`src/rtl/cordic_channel_scheduler_if.sv`:
```
// Request/result handshake bundle between NCO/mixer lanes and the shared CORDIC scheduler.
// master: the lanes plus the result consumer; slave: the scheduler.
interface cordic_channel_scheduler_if #(
    parameter int unsigned NCH = 4,
    parameter int unsigned CW  = 2,
    parameter int unsigned IW  = 12,
    parameter int unsigned OW  = 16,
    parameter int unsigned PW  = 19
);
    logic [NCH-1:0]    req_valid;
    logic [NCH-1:0]    req_ready;
    logic [NCH*IW-1:0] req_x;
    logic [NCH*IW-1:0] req_y;
    logic [NCH*PW-1:0] req_phase;
    logic              res_valid;
    logic              res_ready;
    logic [CW-1:0]     res_chan;
    logic [OW-1:0]     res_x;
    logic [OW-1:0]     res_y;

    modport master (
        output req_valid, req_x, req_y, req_phase, res_ready,
        input  req_ready, res_valid, res_chan, res_x, res_y
    );

    modport slave (
        input  req_valid, req_x, req_y, req_phase, res_ready,
        output req_ready, res_valid, res_chan, res_x, res_y
    );
endinterface

```
`src/rtl/cordic_channel_scheduler.sv`:
```
// Shares one pipelined CORDIC among NCH channels: round-robin grant, channel tag pipeline
// aligned to the CORDIC latency, and a registered result stage with valid/ready.
// Optional macro CORDIC_SCHED_PRIO0_EN gives channel 0 strict priority over the others.
module cordic_channel_scheduler #(
    parameter int unsigned NCH = 4,
    parameter int unsigned CW  = 2,
    parameter int unsigned IW  = 12,
    parameter int unsigned OW  = 16,
    parameter int unsigned PW  = 19,
    parameter int unsigned LAT = 18
) (
    input  logic                      i_clk,
    input  logic                      i_reset,
    cordic_channel_scheduler_if.slave io_bus,
    output logic [IW-1:0]             o_cx,
    output logic [IW-1:0]             o_cy,
    output logic [PW-1:0]             o_cphase,
    output logic                      o_cce,
    input  logic [OW-1:0]             i_rx,
    input  logic [OW-1:0]             i_ry,
    output logic                      o_busy
);
    logic           w_ce;
    logic           w_grant;
    logic [CW-1:0]  w_grant_idx;
    logic           w_rr_adv;
    logic [NCH-1:0] w_req_ready;

    logic [CW-1:0]  r_rr;
    logic [LAT-1:0] r_tag_vld;
    logic [CW-1:0]  r_tag_chan [LAT];
    logic           r_res_valid;
    logic [CW-1:0]  r_res_chan;
    logic [OW-1:0]  r_res_x;
    logic [OW-1:0]  r_res_y;

    // Whole datapath (CORDIC included) advances only when the result slot can move
    assign w_ce  = io_bus.res_ready | ~r_res_valid;
    assign o_cce = w_ce;

    // Grant search: first pending channel from the rr pointer onward, wrapping mod NCH
    always_comb begin
        w_grant     = 1'b0;
        w_grant_idx = '0;
        if (w_ce) begin
`ifdef CORDIC_SCHED_PRIO0_EN
            if (io_bus.req_valid[0]) begin
                w_grant     = 1'b1;
                w_grant_idx = '0;
            end
`endif
            for (int unsigned k = 0; k < NCH; k++) begin
                if (!w_grant && io_bus.req_valid[(32'(r_rr) + k) % NCH]) begin
                    w_grant     = 1'b1;
                    w_grant_idx = CW'((32'(r_rr) + k) % NCH);
                end
            end
        end
    end

`ifdef CORDIC_SCHED_PRIO0_EN
    // Channel 0 grants leave the round-robin position of the others untouched
    assign w_rr_adv = w_grant && (w_grant_idx != '0);
`else
    assign w_rr_adv = w_grant;
`endif

    // One-hot grant and CORDIC input mux; zeros when nothing is granted
    always_comb begin
        w_req_ready = '0;
        o_cx        = '0;
        o_cy        = '0;
        o_cphase    = '0;
        if (w_grant) begin
            w_req_ready[w_grant_idx] = 1'b1;
            o_cx     = io_bus.req_x[32'(w_grant_idx) * IW +: IW];
            o_cy     = io_bus.req_y[32'(w_grant_idx) * IW +: IW];
            o_cphase = io_bus.req_phase[32'(w_grant_idx) * PW +: PW];
        end
    end

    assign io_bus.req_ready = w_req_ready;

    // Round-robin pointer moves just past the channel that transferred
    always_ff @(posedge i_clk) begin
        if (i_reset) begin
            r_rr <= '0;
        end else if (w_rr_adv) begin
            r_rr <= CW'((32'(w_grant_idx) + 1) % NCH);
        end
    end

    // Tag pipeline, frozen together with the CORDIC so tags stay aligned with its data
    always_ff @(posedge i_clk) begin
        if (i_reset) begin
            r_tag_vld <= '0;
            for (int unsigned k = 0; k < LAT; k++) begin
                r_tag_chan[k] <= '0;
            end
        end else if (w_ce) begin
            r_tag_vld     <= {r_tag_vld[LAT-2:0], w_grant};
            r_tag_chan[0] <= w_grant_idx;
            for (int unsigned k = 1; k < LAT; k++) begin
                r_tag_chan[k] <= r_tag_chan[k-1];
            end
        end
    end

    // Result register: captures the CORDIC output with the tag leaving the pipeline
    always_ff @(posedge i_clk) begin
        if (i_reset) begin
            r_res_valid <= 1'b0;
            r_res_chan  <= '0;
            r_res_x     <= '0;
            r_res_y     <= '0;
        end else if (w_ce) begin
            r_res_valid <= r_tag_vld[LAT-1];
            r_res_chan  <= r_tag_chan[LAT-1];
            r_res_x     <= i_rx;
            r_res_y     <= i_ry;
        end
    end

    assign io_bus.res_valid = r_res_valid;
    assign io_bus.res_chan  = r_res_chan;
    assign io_bus.res_x     = r_res_x;
    assign io_bus.res_y     = r_res_y;
    assign o_busy           = (|r_tag_vld) | r_res_valid;
endmodule

```
`src/flat_wrapper.sv`:
```
// flat-port wrapper written by rule: the top's interface ports become plain ports
module cordic_channel_scheduler_flat 
#(
    parameter int unsigned NCH = 4,
    parameter int unsigned CW  = 2,
    parameter int unsigned IW  = 12,
    parameter int unsigned OW  = 16,
    parameter int unsigned PW  = 19,
    parameter int unsigned LAT = 18
)
  (i_clk, i_reset, o_cx, o_cy, o_cphase, o_cce, i_rx, i_ry, o_busy, io_bus_req_valid, io_bus_req_x, io_bus_req_y, io_bus_req_phase, io_bus_res_ready, io_bus_req_ready, io_bus_res_valid, io_bus_res_chan, io_bus_res_x, io_bus_res_y);
  cordic_channel_scheduler_if #(.NCH(NCH), .CW(CW), .IW(IW), .OW(OW), .PW(PW)) io_bus_i ();
  input  logic i_clk;
  input  logic i_reset;
  output logic [IW-1:0] o_cx;
  output logic [IW-1:0] o_cy;
  output logic [PW-1:0] o_cphase;
  output logic o_cce;
  input  logic [OW-1:0] i_rx;
  input  logic [OW-1:0] i_ry;
  output logic o_busy;
  input wire logic [$bits(io_bus_i.req_valid)-1:0] io_bus_req_valid;
  input wire logic [$bits(io_bus_i.req_x)-1:0] io_bus_req_x;
  input wire logic [$bits(io_bus_i.req_y)-1:0] io_bus_req_y;
  input wire logic [$bits(io_bus_i.req_phase)-1:0] io_bus_req_phase;
  input wire logic [$bits(io_bus_i.res_ready)-1:0] io_bus_res_ready;
  output wire logic [$bits(io_bus_i.req_ready)-1:0] io_bus_req_ready;
  output wire logic [$bits(io_bus_i.res_valid)-1:0] io_bus_res_valid;
  output wire logic [$bits(io_bus_i.res_chan)-1:0] io_bus_res_chan;
  output wire logic [$bits(io_bus_i.res_x)-1:0] io_bus_res_x;
  output wire logic [$bits(io_bus_i.res_y)-1:0] io_bus_res_y;
  assign io_bus_i.req_valid = io_bus_req_valid;
  assign io_bus_i.req_x = io_bus_req_x;
  assign io_bus_i.req_y = io_bus_req_y;
  assign io_bus_i.req_phase = io_bus_req_phase;
  assign io_bus_i.res_ready = io_bus_res_ready;
  assign io_bus_req_ready = io_bus_i.req_ready;
  assign io_bus_res_valid = io_bus_i.res_valid;
  assign io_bus_res_chan = io_bus_i.res_chan;
  assign io_bus_res_x = io_bus_i.res_x;
  assign io_bus_res_y = io_bus_i.res_y;
  cordic_channel_scheduler #(.NCH(NCH), .CW(CW), .IW(IW), .OW(OW), .PW(PW), .LAT(LAT)) u_core (.i_clk(i_clk), .i_reset(i_reset), .io_bus(io_bus_i), .o_cx(o_cx), .o_cy(o_cy), .o_cphase(o_cphase), .o_cce(o_cce), .i_rx(i_rx), .i_ry(i_ry), .o_busy(o_busy));
endmodule
```
`config.mk`:
```
export PLATFORM = sky130hd
export DESIGN_NAME = cordic_channel_scheduler_flat
export DESIGN_NICKNAME = d
export VERILOG_FILES = /design/src/rtl/cordic_channel_scheduler_if.sv /design/src/rtl/cordic_channel_scheduler.sv /design/src/flat_wrapper.sv
export SDC_FILE = /design/constraint.sdc
export NUM_CORES = 1
export LEC_CHECK = 0
export ABC_AREA = 0
export BUFFER_PORTS_ARGS = -buffer_cell sky130_fd_sc_hd__buf_2
export CAP_MARGIN = 20
export CORE_MARGIN = 2
export CORE_UTILIZATION = 40
export CTS_CLUSTER_SIZE = 30
export DETAILED_ROUTE_END_ITERATION = 7
export PLACE_DENSITY = 0.78
export SLEW_MARGIN = 30
export SYNTH_ARGS = -nofsm -noshare
export SYNTH_HDL_FRONTEND = slang
export SYNTH_SLANG_ARGS = --single-unit
```
`constraint.sdc`:
```
create_clock -name i_clk -period 1.94 [get_ports i_clk]
set_input_delay 0.097 -clock i_clk [delete_from_list [all_inputs] [get_ports i_clk]]
set_output_delay 0.097 -clock i_clk [all_outputs]
set_load 0.01 [all_outputs]
```
After elaboration in Yosys (flattened, before gate mapping) --
Memories as Yosys holds them, arrays and structs flattened. A register that Yosys moved wholly into a read port is not among the register bits. Cells that the tools add are included.
Storage, ports and cells: logic and storage cells 100, bits in writable memories 36, input bits 211, memories 1, flip-flop bits (word level) 53, output and inout port bits 84
Memories:
- u_core.r_tag_chan | depth 18, bits a word 2, rd ports 18, clocked after Yosys merged registers in 1, wr ports 18, RTL line cordic_channel_scheduler.sv:31 | logic [CW-1:0] r_tag_chan [LAT];
Operators by class: add/sub/neg operators 4, muxes and demuxes 50, shifts and indexed selects 3, reduce and logical (&&, ||, !) cells 8, $lt $le $gt $ge 6, multipliers 2, bitwise gates (word level) 21
Operators with widths (number):
- $shiftx 48x7->12 | 2
- $shiftx 76x8->19 | 1
- $mux 2 | 23
- $mux 12 | 2
- $or 1x1->1 | 20
- $mux 19 | 1
- $mux 1 | 18
- $reduce_or 18->1 | 1
- $lt 2x3->1 const B | 5
- $bmux 1 s2 | 4
- $mul 2x5->7 const B | 1
- $add 2x1->2 const B | 2
- $add 2x2->2 const B | 2
- $logic_and 1x1->1 | 4
- $mul 2x2->4 const B | 1
- $mux 4 | 1
- $logic_not 1->1 | 3
- $demux 1 s2 | 1
- $ge 2x1->1 const B | 1
- $not 1->1 | 1

Depth between registers and ports, before layout --
word-level depth 21, mapped depth 7, mapped depth without buffers 6

Worst setup path after synthesis --
OpenSTA, ideal clock, no wires.
kind reg-to-reg, start register u_core.r_res_valid (netlist: u_core.io_bus.res_valid), end memory u_core.r_tag_chan[0][0] (enable), path buffers 1, data required time 1.431 ns, library setup time 0.509 ns, data arrival time 1.524 ns, cell stages (with the launch flop) 4, slack -0.093 ns, clock period less this slack 2.033 ns, cells stage by stage dfxtp_1 nor2b_1 clkbuf_1 nand2b_1
RTL lines:
- from (decl) | RTL line cordic_channel_scheduler.sv:32 | logic r_res_valid;
- from (signal assigned) | RTL line cordic_channel_scheduler.sv:117 | r_res_valid <= r_tag_vld[LAT-1];
- to (decl) | RTL line cordic_channel_scheduler.sv:31

Worst setup path in the final report --
start register u_core.r_rr[1], end output o_cx[0]
Between the ends: cells in the longest elaborated chain, start to end 19, elaborated cells on any way between the ends 33
RTL lines:
- from (decl) | RTL line cordic_channel_scheduler.sv:29 | logic [CW-1:0] r_rr;
- from (signal assigned) | RTL line cordic_channel_scheduler.sv:89 | r_rr <= CW'((32'(w_grant_idx) + 1) % NCH);
- $bmux 1 s2 | RTL line cordic_channel_scheduler.sv:53 | if (!w_grant && io_bus.req_valid[(32'(r_rr) + k) % NCH]) begin
- $mux 1 (not written as such) | RTL line cordic_channel_scheduler.sv:53
- $mux 1 | RTL line cordic_channel_scheduler.sv:53
- $mux 1 | RTL line cordic_channel_scheduler.sv:45 | if (w_ce) begin
- $logic_not 1->1 | RTL line cordic_channel_scheduler.sv:53
- $logic_and 1x1->1 | RTL line cordic_channel_scheduler.sv:53
- $mux 1 | RTL line cordic_channel_scheduler.sv:53
- $mux 1 | RTL line cordic_channel_scheduler.sv:45
- [... 3 more ...]
- $mux 1 | RTL line cordic_channel_scheduler.sv:45
- $logic_not 1->1 | RTL line cordic_channel_scheduler.sv:53
- $logic_and 1x1->1 | RTL line cordic_channel_scheduler.sv:53
- $mux 2 | RTL line cordic_channel_scheduler.sv:53
- $mux 2 | RTL line cordic_channel_scheduler.sv:45
- $mul 2x2->4 | RTL line cordic_channel_scheduler.sv:76 | o_cx = io_bus.req_x[32'(w_grant_idx) * IW +: IW];
- $shiftx 48x7->12 | RTL line cordic_channel_scheduler.sv:76
- $mux 12 (*) | RTL line cordic_channel_scheduler.sv:74 | if (w_grant) begin
- to (decl) | RTL line flat_wrapper.sv:15 | output logic [IW-1:0] o_cx;
Every way passes the cells marked *; elsewhere a longest branch is shown, timed or not. The select of a mux whose other input is x is not followed.

==> flow_summary.yaml <==
place:
  dp.cells: 971
  post-place-ws_ps: -64.8
  place_congestion: 1.04
  portBuffers: 294
  dp_hpwl_um: 13500
  placed_cell_area_um2: 6630
synth:
  synth_edf_count: 36
  avgSynthCellArea_um2: 8.91
  syn_nets: 757
  yosys_warnings: 0
  postSynthCellCount: 546
  synthArstFlopShare: 0
  ys_seq_elements: 91
  yosysSeqAreaShare: 0.449
  synth_flop_cell: "dfxtp_1"
  synth_cell_types: 36
  syn_area_um2: 4860
global_route:
  antenna_found_initial: 0
  grt_pass1_vias: 5101
  grtUsageTotal: 0.263
  grt_max_degree: 47
  grt_overflow: 0
  grt_pass1_wl_um: 26500
setup_path:
  end_kind: "output port"
  startpoint_type: "flip-flop"
  crit_type: "flip-flop to output port"
  cp-startpoint: "u_core.r_rr[1]$_SDFFE_PP0P_"
  reg2reg_slack_ps: 270
  timing.rr.start: "u_core.r_rr[1]$_SDFFE_PP0P_"
  path_max_fanout: 9
  cp.arrival_ps: 2130
  cp.required_ps: 1840
cells_and_area:
  nets: 1077
  diodes: 0
  layout-drive-gt1-share: 0.458
  postLayoutCoreUtil: 0.626
  mostFrequentLayoutCells: "285 x buf_2, 107 x nand2_1, 54 x a21oi_1"
  nFillCells: 1050
  final_common_cell: "buf_2"
  fin_area_um2: 7490
  final_cells: 1018
  multiInputGateArea_um2: 2570
  syn_to_final_growth_pct: 54.1
  ff_latch_area_um2: 2190
route:
  wire_per_inst_um: 17.7
  dr.pass1.iters: 5
  wl_um: 18000
  ant_nets: 0
  routedLengthMet1_um: 7260
  avgViaCountPerCell: 5.32
  route.met2.wl_um: 8680
  highest_layer: "met4"
  drtIter0Drc: 616
  drc_errors: 0
  dr_wl_met3_um: 1550
  vias: 5416
pwr:
  totalPowerFinal_mw: 5.85
  power.leakage_nw: 3.57
  p_per_area_nw_per_um2: 780
  ir_drop_v: 0.000413
cts:
  clk_latency_ps: 340
  cts_made_buffers: 9
  cts.clk_slew.worst_paths_ps: 70
  tritoncts: "built"
  ctsLongestPathBuffers: 2
  htreeDepth: 3
  clock-sinks: 91
  cts_root_buf: "clkbuf_16"
sta:
  tns_ps: -10300
  min_period_ps: 2230
  hold_violations: 0
  timing.hold.ws_ps: 11.3
  setup_viol: 47
  worst_pin_slew_ps: 381
  rsz0062_at_grt: "yes"
  max_freq_ghz: 0.449
  fin_ws_ps: -286
  relSlewSlack: 0.746
  final-max-slew-violation-count: 0
  skew_ps: 7.98
  period_share: 1.15
die:
  num_rows: 40
  ioPinCount: 295
  die_w_um: 114
  die_h_um: 114
  start_util: 0.406
  fp.dieArea_um2: 13100
  core_region_area_um2: 12000
worst_hold_path:
  hold_class: "primary input to flip-flop"
  min_from: "i_ry[14]"
job:
  drv_cap: 0
outcome:
  outcome: "finished with violations"
  violations: "setup timing"
-- final cells by class --
type,instances,share of cell area
timing repair buffer,360,0.298
sequential,91,0.292
multi-input combinational,401,0.343
inverter,3,0.00150
clock buffer,10,0.0334
tap,147,0.0245
clock inverter,6,0.00835
-- registers in the layout (all words and copies together) (netlist names) --
signal                   cells
u_core.io_bus.res_chan       2
u_core.io_bus.res_valid      1
u_core.io_bus.res_x         16
u_core.io_bus.res_y         16
u_core.r_rr                  2
u_core.r_tag_chan           36
u_core.r_tag_vld            18
-- critical path: stages (launching register included) --
cell and delay (ps):
dfxtp_4 370, nand2_2 50, a221o_2 440, and2_4 260
buf_12 170, mux2i_1 140, o22ai_1 170, buf_2 180
-- power by group --
group / total [mW] / switching (mW) / internal, mW
logic: 2.03 / 1.04 / 0.998
registers: 2.06 / 0.0281 / 2.03
clock network: 1.75 / 0.774 / 0.980
-- cells in the mapped netlist, types with 4 or more instances --
| cell | number | area share |
|---|---|---|
| a21oi_1 | 54 | 0.056 |
| a22oi_1 | 19 | 0.029 |
| and2_1 | 36 | 0.046 |
| and3_1 | 18 | 0.023 |
| buf_1 | 6 | 0.0046 |
| buf_2 | 9 | 0.0093 |
| buf_6 | 7 | 0.016 |
| clkbuf_1 | 29 | 0.022 |
| dfxtp_1 | 55 | 0.23 |
| edfxtp_1 | 36 | 0.22 |
| mux2i_1 | 47 | 0.097 |
| nand2_1 | 108 | 0.083 |
| nand3_1 | 42 | 0.043 |
| nor2_1 | 7 | 0.0054 |
| nor2b_1 | 4 | 0.0051 |
| nor4_1 | 4 | 0.0051 |
| o221ai_1 | 19 | 0.034 |
| o22ai_1 | 22 | 0.028 |
-- logic make-up (layout without fill, tap and decap cells) --
group           Yosys count  in the layout  share of synthesized area
simple gates            230            231                      0.228
compound gates          123            123                      0.170
flops                    91             91                      0.449
buf+inv                  55            379                     0.0564
mux                      47             47                     0.0968
-- metal layers --
layer  GRT usage  up-vias
met5           0        -
met4      0.0927        0
met3      0.0678       46
met2       0.435      277
met1       0.333     2477
li1            -     2616
-- worst paths after layout --
path	to	cells after the start
hold / removal	u_core.io_bus.res_y[14]$_SDFFE_PP0N_	3
setup / recovery	o_cx[0]	7
setup reg to reg	u_core.r_tag_chan[0][1]$_SDFFCE_PN0P_	6
hold reg to reg	u_core.io_bus.res_chan[1]$_SDFFE_PP0N_	2
-- what timing repair did --
action,4_1_cts,5_1_grt
hold buffers,20,0
pin swaps,11,21
gates cloned,1,2
resized for setup,41,15
endpoints found under the setup margin,48,48
buffers inserted,8,1
hold endpoints to repair,20,0
(Power assumes the default switching activity.)
